--- src/rtl/tone_pkg.sv ---
// rtl/tone_pkg.sv - shared states, default widths and tick derivation for tone_sequencer
package tone_pkg;

   typedef enum logic [1:0] {
      ST_IDLE = 2'd0,
      ST_PLAY = 2'd1,
      ST_GAP  = 2'd2
   } state_t;

   localparam int DEF_CLK_HZ    = 100_000_000;
   localparam int DEF_TICK_HZ   = 1000;
   localparam int DEF_DIV_W     = 20;
   localparam int DEF_DUR_W     = 16;
   localparam int DEF_GAP_TICKS = 10;

   function automatic int tick_cycles(input int clk_hz, input int tick_hz);
      return clk_hz / tick_hz;
   endfunction

endpackage

--- src/rtl/tone_sequencer_tick_gen.sv ---
// rtl/tone_sequencer_tick_gen.sv - free-running duration time base, restartable
module tick_gen #(
   parameter int TICK_CYCLES = 10
) (
   input  logic clk,
   input  logic rst_n,
   input  logic restart,
   output logic tick
);

   localparam int W = $clog2(TICK_CYCLES);
   localparam logic [W-1:0] LAST = W'(TICK_CYCLES - 1);

   logic [W-1:0] cnt;

   always_ff @(posedge clk) begin
      if (!rst_n || restart) begin
         cnt <= '0;
      end else if (cnt == LAST) begin
         cnt <= '0;
      end else begin
         cnt <= cnt + W'(1);
      end
   end

   assign tick = (cnt == LAST);

endmodule

--- src/rtl/tone_sequencer.sv ---
// rtl/tone_sequencer.sv - one square-wave note per request, then a silent gap
module tone_sequencer
   import tone_pkg::*;
#(
   parameter int CLK_HZ    = DEF_CLK_HZ,
   parameter int TICK_HZ   = DEF_TICK_HZ,
   parameter int DIV_W     = DEF_DIV_W,
   parameter int DUR_W     = DEF_DUR_W,
   parameter int GAP_TICKS = DEF_GAP_TICKS
) (
   input  logic             clk,
   input  logic             rst_n,
   input  logic             note_valid,
   output logic             note_ready,
   input  logic [DIV_W-1:0] note_half_period,
   input  logic [DUR_W-1:0] note_duration,
   input  logic             stop,
   output logic             speaker,
   output logic             busy,
   output logic             done
);

   localparam int TICK_CYCLES = tick_cycles(CLK_HZ, TICK_HZ);
   // GAP_TICKS=0 never enters GAP, so the counter just needs a legal width.
   localparam int GAP_W = (GAP_TICKS > 0) ? $clog2(GAP_TICKS + 1) : 1;
   localparam logic [GAP_W-1:0] GAP_LAST = (GAP_TICKS > 0) ? GAP_W'(GAP_TICKS - 1) : '0;

   state_t           state;
   logic [DIV_W-1:0] hp_q;
   logic [DIV_W-1:0] div_cnt;
   logic [DUR_W-1:0] dur_q;
   logic [DUR_W-1:0] dur_cnt;
   logic [GAP_W-1:0] gap_cnt;
   logic             tick;
   logic             play_last;
   logic             restart;

   // Holding the time base at zero in IDLE aligns the first tick to the accept edge.
   assign play_last = (state == ST_PLAY) && tick && (dur_cnt == dur_q - DUR_W'(1));
   assign restart   = (state == ST_IDLE) || play_last;

   tick_gen #(
      .TICK_CYCLES (TICK_CYCLES)
   ) u_tick_gen (
      .clk     (clk),
      .rst_n   (rst_n),
      .restart (restart),
      .tick    (tick)
   );

   always_ff @(posedge clk) begin
      if (!rst_n) begin
         state      <= ST_IDLE;
         hp_q       <= '0;
         dur_q      <= '0;
         div_cnt    <= '0;
         dur_cnt    <= '0;
         gap_cnt    <= '0;
         speaker    <= 1'b0;
         done       <= 1'b0;
         note_ready <= 1'b1;
         busy       <= 1'b0;
      end else begin
         done <= 1'b0;
         case (state)
            ST_IDLE: begin
               if (note_valid && !stop) begin
                  hp_q    <= note_half_period;
                  dur_q   <= note_duration;
                  div_cnt <= '0;
                  dur_cnt <= '0;
                  gap_cnt <= '0;
                  speaker <= 1'b0;
                  if (note_duration != '0) begin
                     state      <= ST_PLAY;
                     note_ready <= 1'b0;
                     busy       <= 1'b1;
                  end else if (GAP_TICKS > 0) begin
                     state      <= ST_GAP;
                     note_ready <= 1'b0;
                     busy       <= 1'b1;
                  end else begin
                     done <= 1'b1;
                  end
               end
            end
            ST_PLAY: begin
               if (stop) begin
                  state      <= ST_IDLE;
                  note_ready <= 1'b1;
                  busy       <= 1'b0;
                  speaker    <= 1'b0;
                  done       <= 1'b1;
               end else begin
                  if (hp_q != '0) begin
                     if (div_cnt == hp_q - DIV_W'(1)) begin
                        div_cnt <= '0;
                        speaker <= ~speaker;
                     end else begin
                        div_cnt <= div_cnt + DIV_W'(1);
                     end
                  end
                  if (tick) begin
                     dur_cnt <= dur_cnt + DUR_W'(1);
                  end
                  // Last tick of the note overrides any toggle on the same edge.
                  if (play_last) begin
                     speaker <= 1'b0;
                     dur_cnt <= '0;
                     if (GAP_TICKS > 0) begin
                        state <= ST_GAP;
                     end else begin
                        state      <= ST_IDLE;
                        note_ready <= 1'b1;
                        busy       <= 1'b0;
                        done       <= 1'b1;
                     end
                  end
               end
            end
            ST_GAP: begin
               speaker <= 1'b0;
               if (stop || (tick && gap_cnt == GAP_LAST)) begin
                  state      <= ST_IDLE;
                  note_ready <= 1'b1;
                  busy       <= 1'b0;
                  done       <= 1'b1;
                  gap_cnt    <= '0;
               end else if (tick) begin
                  gap_cnt <= gap_cnt + GAP_W'(1);
               end
            end
            default: begin
               state      <= ST_IDLE;
               note_ready <= 1'b1;
               busy       <= 1'b0;
               speaker    <= 1'b0;
            end
         endcase
      end
   end

endmodule

--- config.mk ---
export PLATFORM = sky130hd
export DESIGN_NAME = tone_sequencer
export DESIGN_NICKNAME = d
export VERILOG_FILES = /design/src/rtl/tone_pkg.sv /design/src/rtl/tone_sequencer_tick_gen.sv /design/src/rtl/tone_sequencer.sv
export SDC_FILE = /design/constraint.sdc
export NUM_CORES = 1
export LEC_CHECK = 0
export CAP_MARGIN = 20
export CORE_UTILIZATION = 63
export CTS_CLUSTER_SIZE = 8
export DETAILED_ROUTE_END_ITERATION = 10
export HOLD_SLACK_MARGIN = 0.15
export PLACE_DENSITY = 0.85
export SYNTH_ARGS = -nofsm -noshare
export SYNTH_HDL_FRONTEND = slang
export SYNTH_HIERARCHICAL = 1
export SYNTH_SLANG_ARGS = --single-unit
--- constraint.sdc ---
create_clock -name clk -period 5.75 [get_ports clk]
set_input_delay 1.725 -clock clk [delete_from_list [all_inputs] [get_ports clk]]
set_output_delay 1.725 -clock clk [all_outputs]
set_load 0.005 [all_outputs]
==> impl_results.rst <==
.. list-table::
   :header-rows: 1

   * - Metric
     - Value
   * - Run status
     - completed
   * - Static Leak
     - 2.25 nW
   * - Area of the die
     - 0.00931 sq mm
   * - First-pass GRT wire length
     - 22100 um
   * - Total CTS buffers
     - 9
   * - CTS Hold Buffers Added
     - 0
   * - Max-capacitance violation count
     - 0
   * - Buffer depth of the longest clock path
     - 2
   * - Setup TNS
     - 0 ns
   * - Clock Root Buffer
     - sky130_fd_sc_hd__clkbuf_8
   * - N_diodes
     - 0
   * - Placed wire-length estimate after detailed placement
     - 9990 um
   * - Distinct cell type count of the synthesized netlist
     - 63
   * - Clock tree from TritonCTS
     - yes
   * - Width of the die
     - 96.5 um
   * - Arrival time worst endpoint
     - 4.41 ns
   * - Vias in the first global route
     - 4865
   * - Area of the mapped netlist
     - 0.00563 sq mm
   * - Slew at the pin closest to its max-slew limit
     - 0.957 ns
   * - Time the final worst path needs with I/O delays and setup
     - 4.18 ns
   * - Slew Limit Headroom
     - 0.360
   * - Crit path max-delay family
     - simple AND/OR/NAND/NOR gates
   * - Final setup violating endpoints
     - 0
   * - Core outline area
     - 0.00868 sq mm
   * - ANT nets after route
     - 0
   * - Power density over cell area
     - 313 mW/mm^2
   * - Layout cell share with drive strength beyond 1
     - 0.0622
   * - Final #Nets
     - 784
   * - Input/output buffers
     - 43
   * - I/O pin count
     - 44
   * - Reg clk slew, reported paths
     - 0.11 ns
   * - Required time of the worst setup path
     - 5.98 ns
   * - Post-CTS Resized
     - 0
   * - Worst path max stage delay
     - 0.66 ns
   * - Top cells by instance count after synthesis
     - sky130_fd_sc_hd__nand2_1 (106), sky130_fd_sc_hd__dfxtp_1 (99), sky130_fd_sc_hd__nor2_1 (72), sky130_fd_sc_hd__xnor2_1 (54), sky130_fd_sc_hd__a21oi_1 (47)
   * - Cell type with the highest aggregate area in the netlist
     - sky130_fd_sc_hd__dfxtp_1
   * - Worst min path class
     - flip-flop to flip-flop
   * - Max IR drop VDD
     - 185 uV
   * - Largest cells by area after synthesis
     - sky130_fd_sc_hd__dfxtp_1 (35%), sky130_fd_sc_hd__xnor2_1 (8.4%), sky130_fd_sc_hd__nand2_1 (7.1%), sky130_fd_sc_hd__xor2_1 (5.0%), sky130_fd_sc_hd__nor2_1 (4.8%)
   * - Iteration-0 DRC Markers
     - 271
   * - Layout Area Growth over Synthesis
     - 12.1%
   * - Most numerous cell in the Yosys netlist
     - sky130_fd_sc_hd__nand2_1
   * - Final critical-path share of the clock period
     - 0.727
   * - Detailed Routing Iterations Pass 1
     - 6
   * - Initial standard-cell utilization of the core
     - 0.648
   * - DRC violation count after routing
     - 0
   * - Launching element type of the critical path
     - flip-flop
   * - Postcts setup bufs
     - 0
   * - RSZ-0062 raised after global routing
     - false
   * - Maximum clock skew at final layout
     - 0.0152 ns
   * - Highest Clock Rate
     - 239 MHz
   * - Post-synthesis async set-or-reset flop share
     - 0
   * - Placed cell count
     - 831
   * - Global-route usage over all layers
     - 0.302
   * - Number of instances in the synthesized netlist
     - 709
   * - Number of buffer and inverter instances along the worst setup path
     - 2
   * - Wirelength, routed
     - 13400 um
   * - Largest net degree at the start of global routing
     - 37
   * - Clock H-tree levels
     - 3
   * - Hold Vio Cnt, Final
     - 0
   * - Non-filler instance count after layout
     - 847
   * - Max-slew violation count
     - 0
   * - Number of warnings printed during yosys synthesis
     - 6
   * - Dominant register cell in the synthesized netlist
     - sky130_fd_sc_hd__dfxtp_1
   * - Start-to-end type of the worst setup path
     - flip-flop to flip-flop
   * - Sequential area share after synthesis
     - 0.352
   * - Synthesized flop and latch total
     - 99
   * - Post-detailed-route via-to-cell ratio
     - 6.06
   * - CP Capture Type
     - flip-flop
   * - Total vias in the final route
     - 5133
   * - Count of flip-flops with a built-in enable after synthesis
     - 0
   * - Post-Synthesis Mean Instance Area
     - 7.94 sq um
   * - Count of clock tree sinks
     - 99
   * - Routability congestion estimate from global placement
     - 0.890
   * - Floorplan die height
     - 96.5 um
   * - Max stage delay cell, worst path
     - sky130_fd_sc_hd__or4b_2
   * - Crit Path Max Fanout
     - 22
   * - Net count after synthesis
     - 759
   * - Grt total ovfl
     - 0
   * - Area share of the largest cell type after synthesis
     - 0.352
   * - Insertion delay of the later-clocked pin in the worst-skew pair
     - 0.37 ns
   * - Average detailed-routed wire length per instance
     - 15.9 um
   * - Rows
     - 34
   * - Antenna violations before repair
     - 0
   * - Cells along the critical path
     - ha_1 > nand4_4 > or2_4 > nor3_2 > buf_4 > nand2_1 > a2111oi_0 > o311ai_0 > or4b_2 > nor4b_1 > or2_2 > inv_1 > o311ai_4 > nor2_1
[worst reg2reg max path: cells and delay by family, from the launching register on]
family | cells | cell delay [ns]
compound gates | 3 | 0.77
fa+ha+maj | 1 | 0.28
buf+inv | 2 | 0.33
simple gates | 8 | 2.28
flops | 1 | 0.39
[layer usage]
| metal | vias up | track usage | routed length (um) |
|---|---|---|---|
| met4 | 0 | 0.102 | 284 |
| met1 | 2453 | 0.357 | 5770 |
| met3 | 25 | 0.0556 | 516 |
| li1 | 2534 | - | - |
| met2 | 121 | 0.546 | 6870 |
| met5 | - | 0 | 0 |
[sequential cells by signal, summed over array words and instances, names as in the netlist]
name / flops
div_cnt: 20
done: 1
hp_q: 20
note_ready: 1
dur_q: 16
speaker: 1
u_tick_gen/cnt: 17
busy: 1
gap_cnt: 4
dur_cnt: 16
state: 2
[cell families after synthesis]
| group | share of synthesized area |
|---|---|
| compound gates | 0.126 |
| xor+xnor | 0.134 |
| fa+ha+maj | 0.0222 |
| buf+inv | 0.0436 |
| flops | 0.352 |
| mux | 0.0182 |
| simple gates | 0.304 |
[cell type report]
| class | instances | area [sq um] |
|---|---|---|
| multi-input combinational | 548 | 3400 |
| fill | 681 | 2370 |
| sequential | 99 | 1980 |
| timing repair buffer | 49 | 475 |
| tap | 108 | 135 |
| clock buffer | 9 | 124 |
| inverter | 27 | 101 |
| clock inverter | 7 | 83.8 |
[placed cells by master, fill, tap and decap left out, drive strengths merged, types with 3 or more instances in the layout]
| master | synthesis | layout |
|---|---|---|
| nand2 | 106 | 106 |
| dfxtp | 99 | 99 |
| nor2 | 72 | 72 |
| xnor2 | 54 | 54 |
| a21oi | 47 | 47 |
| clkdlybuf4s50 | 0 | 43 |
| xor2 | 32 | 32 |
| nand3 | 30 | 30 |
| inv | 26 | 28 |
| nor4 | 22 | 22 |
| nand4 | 21 | 21 |
| nor3 | 21 | 21 |
| and3 | 11 | 11 |
| or3 | 11 | 11 |
| ha | 10 | 10 |
| a22o | 9 | 9 |
| clkbuf | 29 | 9 |
| mux2i | 8 | 8 |
| or2 | 8 | 8 |
| o21ai | 7 | 7 |
| or4 | 7 | 7 |
| a41oi | 6 | 6 |
| a41o | 6 | 6 |
| buf | 6 | 6 |
| a31oi | 5 | 5 |
| nand3b | 5 | 5 |
| nor4b | 5 | 5 |
| nor2b | 5 | 5 |
| clkinv | 1 | 4 |
| and2 | 3 | 3 |
| o21a | 3 | 3 |
| o311ai | 3 | 3 |
| or4b | 3 | 3 |
[metrics by stage]
| step | setup slack (ns) | utilization | area, sq um | total power, W | hold slack, ns |
|---|---|---|---|---|---|
| final | 1.57 | 0.727 | 6310 | 0.00197 | 0.475 |
| after global routing | 1.27 | 0.727 | 6310 | 0.00209 | 0.497 |
| after CTS | 1.56 | 0.727 | 6310 | 0.00197 | 0.479 |
| after detailed placement | 1.41 | 0.703 | 6100 | 0.00150 | 0.455 |
| after global placement | 1.51 | 0.703 | 6100 | 0.00147 | 0.443 |
| after floorplan | 2.28 | - | 5630 | 0.00133 | 0.430 |
[worst paths after layout]
check	from	endpoint	slack, ns	cells past startpoint
max	u_tick_gen/cnt[0]$_SDFF_PP0_	u_tick_gen/cnt[15]$_SDFF_PP0_	1.57	14
min reg2reg	busy$_SDFFE_PN0P_	busy$_SDFFE_PN0P_	0.47	2
min	busy$_SDFFE_PN0P_	busy$_SDFFE_PN0P_	0.47	2
max reg2reg	u_tick_gen/cnt[0]$_SDFF_PP0_	u_tick_gen/cnt[15]$_SDFF_PP0_	1.57	14
[power breakdown]
group | switching, W | leakage, nW | internal, W
clock network | 0.000261 | 0.102 | 0.000208
logic | 0.000403 | 1.34 | 0.000298
registers | 0.0000650 | 0.802 | 0.000735
total | 0.000730 | 2.25 | 0.00124
No activity file was read; power rests on OpenSTA's default activity.
